### src/rtl/booth_bist_ctrl_if.sv
// Operand/product bus between the BIST sequencer and the Booth multiplier.
// Combinational wiring only; the multiplier cannot stall the sequencer.
interface booth_bist_ctrl_if;
   logic [3:0] mul_x;
   logic [3:0] mul_y;
   logic       mul_rst;
   logic [7:0] mul_out;

   modport master (output mul_x, output mul_y, output mul_rst, input mul_out);
   modport slave  (input mul_x, input mul_y, input mul_rst, output mul_out);
endinterface

### src/rtl/booth_bist_ctrl.sv
// LFSR/MISR BIST sequencer for the 4x4 Booth multiplier; functional passthrough otherwise.
// Each pattern takes MUL_LAT+2 cycles, verdict one cycle after the last capture; no backpressure.
module booth_bist_ctrl #(
   parameter int          NUM_PATTERNS = 16,
   parameter int          MUL_LAT      = 4,
   parameter logic [7:0]  LFSR_SEED    = 8'hA5
) (
   input  logic               clk,
   input  logic               reset,
   input  logic               bist_mode,
   input  logic               start,
   input  logic [7:0]         golden_sig,
   input  logic [3:0]         func_x,
   input  logic [3:0]         func_y,
   input  logic               func_rst,
   booth_bist_ctrl_if.master  mul,
   output logic               busy,
   output logic               done,
   output logic               pass,
   output logic [7:0]         signature,
   output logic [7:0]         pat_cnt
);

   typedef enum logic [2:0] {IDLE, APPLY, RUN, CAPTURE, COMPARE, DONE} state_t;

   // An all-zero seed would lock the LFSR at zero forever.
   localparam logic [7:0] SEED     = (LFSR_SEED == 8'h00) ? 8'h01 : LFSR_SEED;
   localparam logic [3:0] RUN_LAST = 4'(MUL_LAT - 1);
   localparam logic [7:0] PAT_LAST = 8'(NUM_PATTERNS);

   state_t     state, state_nxt;
   logic [7:0] lfsr;
   logic [7:0] misr;
   logic [3:0] wait_cnt;
   logic       start_ok;
   logic       last_pat;
   logic       bist_own;

   function automatic logic [7:0] shift8(input logic [7:0] v);
      return {v[6:0], v[7] ^ v[5] ^ v[4] ^ v[3]};
   endfunction

   assign start_ok = bist_mode && start && ((state == IDLE) || (state == DONE));
   assign last_pat = (pat_cnt + 8'd1) == PAT_LAST;

   always_ff @(posedge clk) begin
      if (reset) begin
         state <= IDLE;
      end else begin
         state <= state_nxt;
      end
   end

   always_comb begin
      state_nxt = state;
      case (state)
         IDLE, DONE: if (start_ok) state_nxt = APPLY;
         APPLY:      state_nxt = RUN;
         RUN:        if (wait_cnt == RUN_LAST) state_nxt = CAPTURE;
         CAPTURE:    state_nxt = last_pat ? COMPARE : APPLY;
         COMPARE:    state_nxt = DONE;
         default:    state_nxt = IDLE;
      endcase
   end

   always_ff @(posedge clk) begin
      if (reset) begin
         lfsr     <= 8'h00;
         misr     <= 8'h00;
         pat_cnt  <= 8'h00;
         wait_cnt <= 4'h0;
         done     <= 1'b0;
         pass     <= 1'b0;
      end else begin
         if (start_ok) begin
            lfsr    <= SEED;
            misr    <= 8'h00;
            pat_cnt <= 8'h00;
            done    <= 1'b0;
            pass    <= 1'b0;
         end
         case (state)
            APPLY: wait_cnt <= 4'h0;
            RUN:   wait_cnt <= wait_cnt + 4'd1;
            CAPTURE: begin
               misr    <= shift8(misr) ^ mul.mul_out;
               lfsr    <= shift8(lfsr);
               pat_cnt <= pat_cnt + 8'd1;
            end
            COMPARE: begin
               pass <= (misr == golden_sig);
               done <= 1'b1;
            end
            default: ;
         endcase
      end
   end

   assign busy      = (state == APPLY) || (state == RUN) ||
                      (state == CAPTURE) || (state == COMPARE);
   assign signature = misr;

   // A run in flight keeps the multiplier even if bist_mode drops.
   assign bist_own    = bist_mode || busy;
   assign mul.mul_x   = bist_own ? lfsr[7:4] : func_x;
   assign mul.mul_y   = bist_own ? lfsr[3:0] : func_y;
   assign mul.mul_rst = bist_own ? ((state == IDLE) || (state == DONE) || (state == APPLY))
                                 : func_rst;

endmodule
### src/flat_wrapper.sv
// flat-port wrapper written by rule: the top's interface ports become plain ports
module booth_bist_ctrl_flat 
#(
   parameter int          NUM_PATTERNS = 16,
   parameter int          MUL_LAT      = 4,
   parameter logic [7:0]  LFSR_SEED    = 8'hA5
)
  (clk, reset, bist_mode, start, golden_sig, func_x, func_y, func_rst, busy, done, pass, signature, pat_cnt, mul_mul_x, mul_mul_y, mul_mul_rst, mul_mul_out);
  booth_bist_ctrl_if mul_i ();
  input  logic clk;
  input  logic reset;
  input  logic bist_mode;
  input  logic start;
  input  logic [7:0] golden_sig;
  input  logic [3:0] func_x;
  input  logic [3:0] func_y;
  input  logic func_rst;
  output logic busy;
  output logic done;
  output logic pass;
  output logic [7:0] signature;
  output logic [7:0] pat_cnt;
  output wire logic [$bits(mul_i.mul_x)-1:0] mul_mul_x;
  output wire logic [$bits(mul_i.mul_y)-1:0] mul_mul_y;
  output wire logic [$bits(mul_i.mul_rst)-1:0] mul_mul_rst;
  input wire logic [$bits(mul_i.mul_out)-1:0] mul_mul_out;
  assign mul_mul_x = mul_i.mul_x;
  assign mul_mul_y = mul_i.mul_y;
  assign mul_mul_rst = mul_i.mul_rst;
  assign mul_i.mul_out = mul_mul_out;
  booth_bist_ctrl #(.NUM_PATTERNS(NUM_PATTERNS), .MUL_LAT(MUL_LAT), .LFSR_SEED(LFSR_SEED)) u_core (.clk(clk), .reset(reset), .bist_mode(bist_mode), .start(start), .golden_sig(golden_sig), .func_x(func_x), .func_y(func_y), .func_rst(func_rst), .mul(mul_i), .busy(busy), .done(done), .pass(pass), .signature(signature), .pat_cnt(pat_cnt));
endmodule
### config.mk
export PLATFORM = sky130hd
export DESIGN_NAME = booth_bist_ctrl_flat
export DESIGN_NICKNAME = d
export VERILOG_FILES = /design/src/rtl/booth_bist_ctrl_if.sv /design/src/rtl/booth_bist_ctrl.sv /design/src/flat_wrapper.sv
export SDC_FILE = /design/constraint.sdc
export NUM_CORES = 1
export LEC_CHECK = 0
export CAP_MARGIN = 20
export CORE_MARGIN = 10
export CORE_UTILIZATION = 51
export DETAILED_ROUTE_END_ITERATION = 12
export GPL_ROUTABILITY_DRIVEN = 0
export HOLD_SLACK_MARGIN = 0.05
export PLACE_DENSITY = 0.86
export SETUP_SLACK_MARGIN = 0.05
export SLEW_MARGIN = 15
export SYNTH_ARGS = -nofsm -noshare
export SYNTH_HDL_FRONTEND = slang
export SYNTH_SLANG_ARGS = --single-unit
### constraint.sdc
create_clock -name clk -period 2.85 [get_ports clk]
set_input_delay 0.57 -clock clk [delete_from_list [all_inputs] [get_ports clk]]
set_output_delay 0.57 -clock clk [all_outputs]
set_load 0.1 [all_outputs]
==> impl_metrics.json <==
{
  "clock_skew_ps": 7.58,
  "floorplan.rows": 22,
  "drc": 0,
  "wl_um": 5390,
  "utilization_pct": 73.8,
  "cellPowerDensity_mw_per_mm2": 471,
  "h-tree-depth": 2,
  "critical_path_class": "in2out",
  "syn_area_per_cell_um2": 8.30,
  "timing.final.crit_period_ps": 2540,
  "synth_fp_nets": 261,
  "cts.path.max_buffers": 2,
  "maxClockFrequency_mhz": 394,
  "io_pins": 57,
  "hold-path-cell-count": 2,
  "worst_path_max_delay_cell": "clkdlybuf4s50_1",
  "detailedRoute.firstIterationViolations": 126,
  "critical_path_endpoint_category": "primary output",
  "worstSkewPairLatency_ps": 280,
  "diodes": 0,
  "timing.rr.end": "u_core.signature[0]$_SDFFE_PP0P_",
  "post_route_cells_drive_above_1_share_pct": 16.7,
  "ys_top_cells_by_area": "dfxtp_1 35%, xor2_1 8.3%, a21oi_1 5.3%",
  "post_synth_most_frequent_cells": "33 x dfxtp_1, 24 x nor2_1, 20 x a21oi_1",
  "port-buffer-count": 56,
  "r2r_slack_ps": 790,
  "outcome": "finished clean",
  "synth.ff_latch_count": 33,
  "num-nets-final": 312,
  "n_fill_cell": 291,
  "setup_violations": 0,
  "grt_pass1_vias": 1937,
  "synthDominantAreaCellType": "dfxtp_1",
  "timing.critical_path.required_ps": 2280,
  "number_of_non_filler_instances_in_the_completed_layout": 329,
  "dr.pass1.iters": 4,
  "synth_warnings": 0,
  "detailedPlace.worstSlack_ps": 316,
  "clock_tree_from_tritoncts": "yes",
  "post-dp-hpwl_um": 3830,
  "detailroute.via_count": 1895,
  "initial_core_util_pct": 52.3,
  "post_synthesis_sequential_area_ratio_pct": 34.8,
  "hold_end": "u_core.lfsr[0]$_SDFFE_PP0P_",
  "area_growth_pct": 41.1,
  "post_place_cell_area_mm2": 0.00256,
  "grt_start_max_net_pins": 34,
  "timing.final.ws_setup_ps": 309,
  "die_w_um": 81.0,
  "die_area_mm2": 0.00657,
  "cts_root_buf": "clkbuf_8",
  "number_of_setup_buffers_added_after_cts": 0,
  "hold_start": "u_core.lfsr[0]$_SDFFE_PP0P_",
  "setup_total_negative_slack_ps": 0,
  "critPathLaunchType": "input pin",
  "cts.repair.resized": 0,
  "detail-route-antenna-nets": 0,
  "most_used_standard_cell_by_instance_count_after_synthesis": "dfxtp_1",
  "dominant_register_cell_in_the_synthesized_netlist": "dfxtp_1",
  "maxSlewHeadroom_pct": 47.0,
  "cellLeakagePower_uw": 0.00109,
  "regToRegStartpoint": "u_core.state[2]$_SDFFE_PP0P_",
  "cp_slowest_stage_delay_ps": 500,
  "tightest_slew_ps": 795,
  "detail_route.wl_per_cell_um": 16.4,
  "viasPerCell": 5.76,
  "vdd_drop_max_uv": 270,
  "final_area_mm2": 0.00268,
  "rsz0062_at_grt": "no",
  "worstPathMaxFanout": 8,
  "cts_buffers": 5,
  "period_share_pct": 89.2,
  "worst_ep_arrival_time_ps": 1970,
  "worst_r2r_path_depth": 6,
  "dp_cells": 321,
  "path_clk_slew_ps": 70,
  "yosys.area.top_type_share_pct": 34.8,
  "post_cts_hold_buffer_count": 0,
  "synthesis.area_mm2": 0.00190,
  "clkSinkCount": 33,
  "finalMaxSlewViolations": 0,
  "die_h_um": 81.0,
  "syn-instance-count": 229,
  "synth_edf_count": 0,
  "globalRouteTotalUtil_pct": 16.6,
  "worstHoldPathType": "reg2reg",
  "design.core.area_mm2": 0.00363,
  "antenna_violations_before_repair": 0,
  "grt_overflow": 0,
  "synth_cell_types": 46,
  "sequence_of_cells_on_the_critical_path": "clkdlybuf4s50_1, nor2_4, mux2_1, buf_12",
  "postSynth.asyncResetShare_pct": 0,
  "max-cap-violations": 0,
  "final_hold_violating_endpoints": 0,
  "grt_pass1_wl_um": 8710
}
[worst max-delay path: cells and delay by family]
family        cells  cell delay [ps]
buf+inv           2              680
simple gates      1              300
mux               1              410
[where the power goes]
group	leakage (uW)	internal [uW]	switching, uW
sequential	0.000267	470	8.91
clock	0.0000585	285	171
combinational	0.000763	130	197
[state kept, by name (all words and copies together) (netlist names)]
name / flops
u_core.pat_cnt: 8
u_core.signature: 8
u_core.lfsr: 8
u_core.pass: 1
u_core.done: 1
u_core.state: 3
u_core.wait_cnt: 4
[final cells by class]
cell class / count / area (um2) / area share [%]
clock inverters: 1 / 30.0 / 1.12
inverters: 4 / 15.0 / 0.560
flip-flops and latches: 33 / 661 / 24.6
multi-input cells: 173 / 1170 / 43.8
repair buffers: 63 / 656 / 24.5
well taps: 48 / 60.1 / 2.24
clock buffers: 7 / 86.3 / 3.22
[how the worst max path moves through the flow]
stage	startpoint	endpoint	slack, ps	depth (start not counted)
global route	u_core.state[0]$_SDFFE_PP0P_	mul_mul_y[1]	260	5
detailed placement	bist_mode	mul_mul_y[1]	320	4
finish	bist_mode	mul_mul_y[1]	310	4
global placement	bist_mode	mul_mul_y[1]	330	4
CTS	bist_mode	mul_mul_y[1]	300	4
floorplan	u_core.state[0]$_SDFFE_PP0P_	mul_mul_x[0]	130	5
[kinds of logic after synthesis]
kind of cell,synth area share [%]
DFF,34.8
buffers and inverters,5.40
adders and majority gates,1.98
xor gates and xnor gates,12.7
and+or+nand+nor,21.7
AOI/OAI and AO/OA,18.2
muxes,5.27
[per-stage QoR]
step           total power, uW  hold WS, ps
2_1_floorplan              687          455
3_3_place_gp               810          477
3_5_place_dp               815          490
4_1_cts                   1270          510
5_1_grt                   1300          539
6_report                  1260          510
[routing by layer]
metal | up-vias | share of wire (%) | track usage, %
li1 | 919 | - | -
met1 | 903 | 39 | 17.5
met2 | 60 | 52 | 29.7
met3 | 13 | 6.4 | 4.97
met4 | 0 | 2.3 | 7.27
met5 | - | 0 | 0
[cell usage in the layout, fill, tap and decap left out, drive strengths merged, types with 8 or more instances in the layout]
cell type and instances:
mux2 8, dfxtp 33, a22oi 9, nand3 12
nor2 25, buf 35, nand2 11, a21oi 20
xor2 18, clkdlybuf4s50 28, o21ai 9
Power figures use the tool's default switching activity.
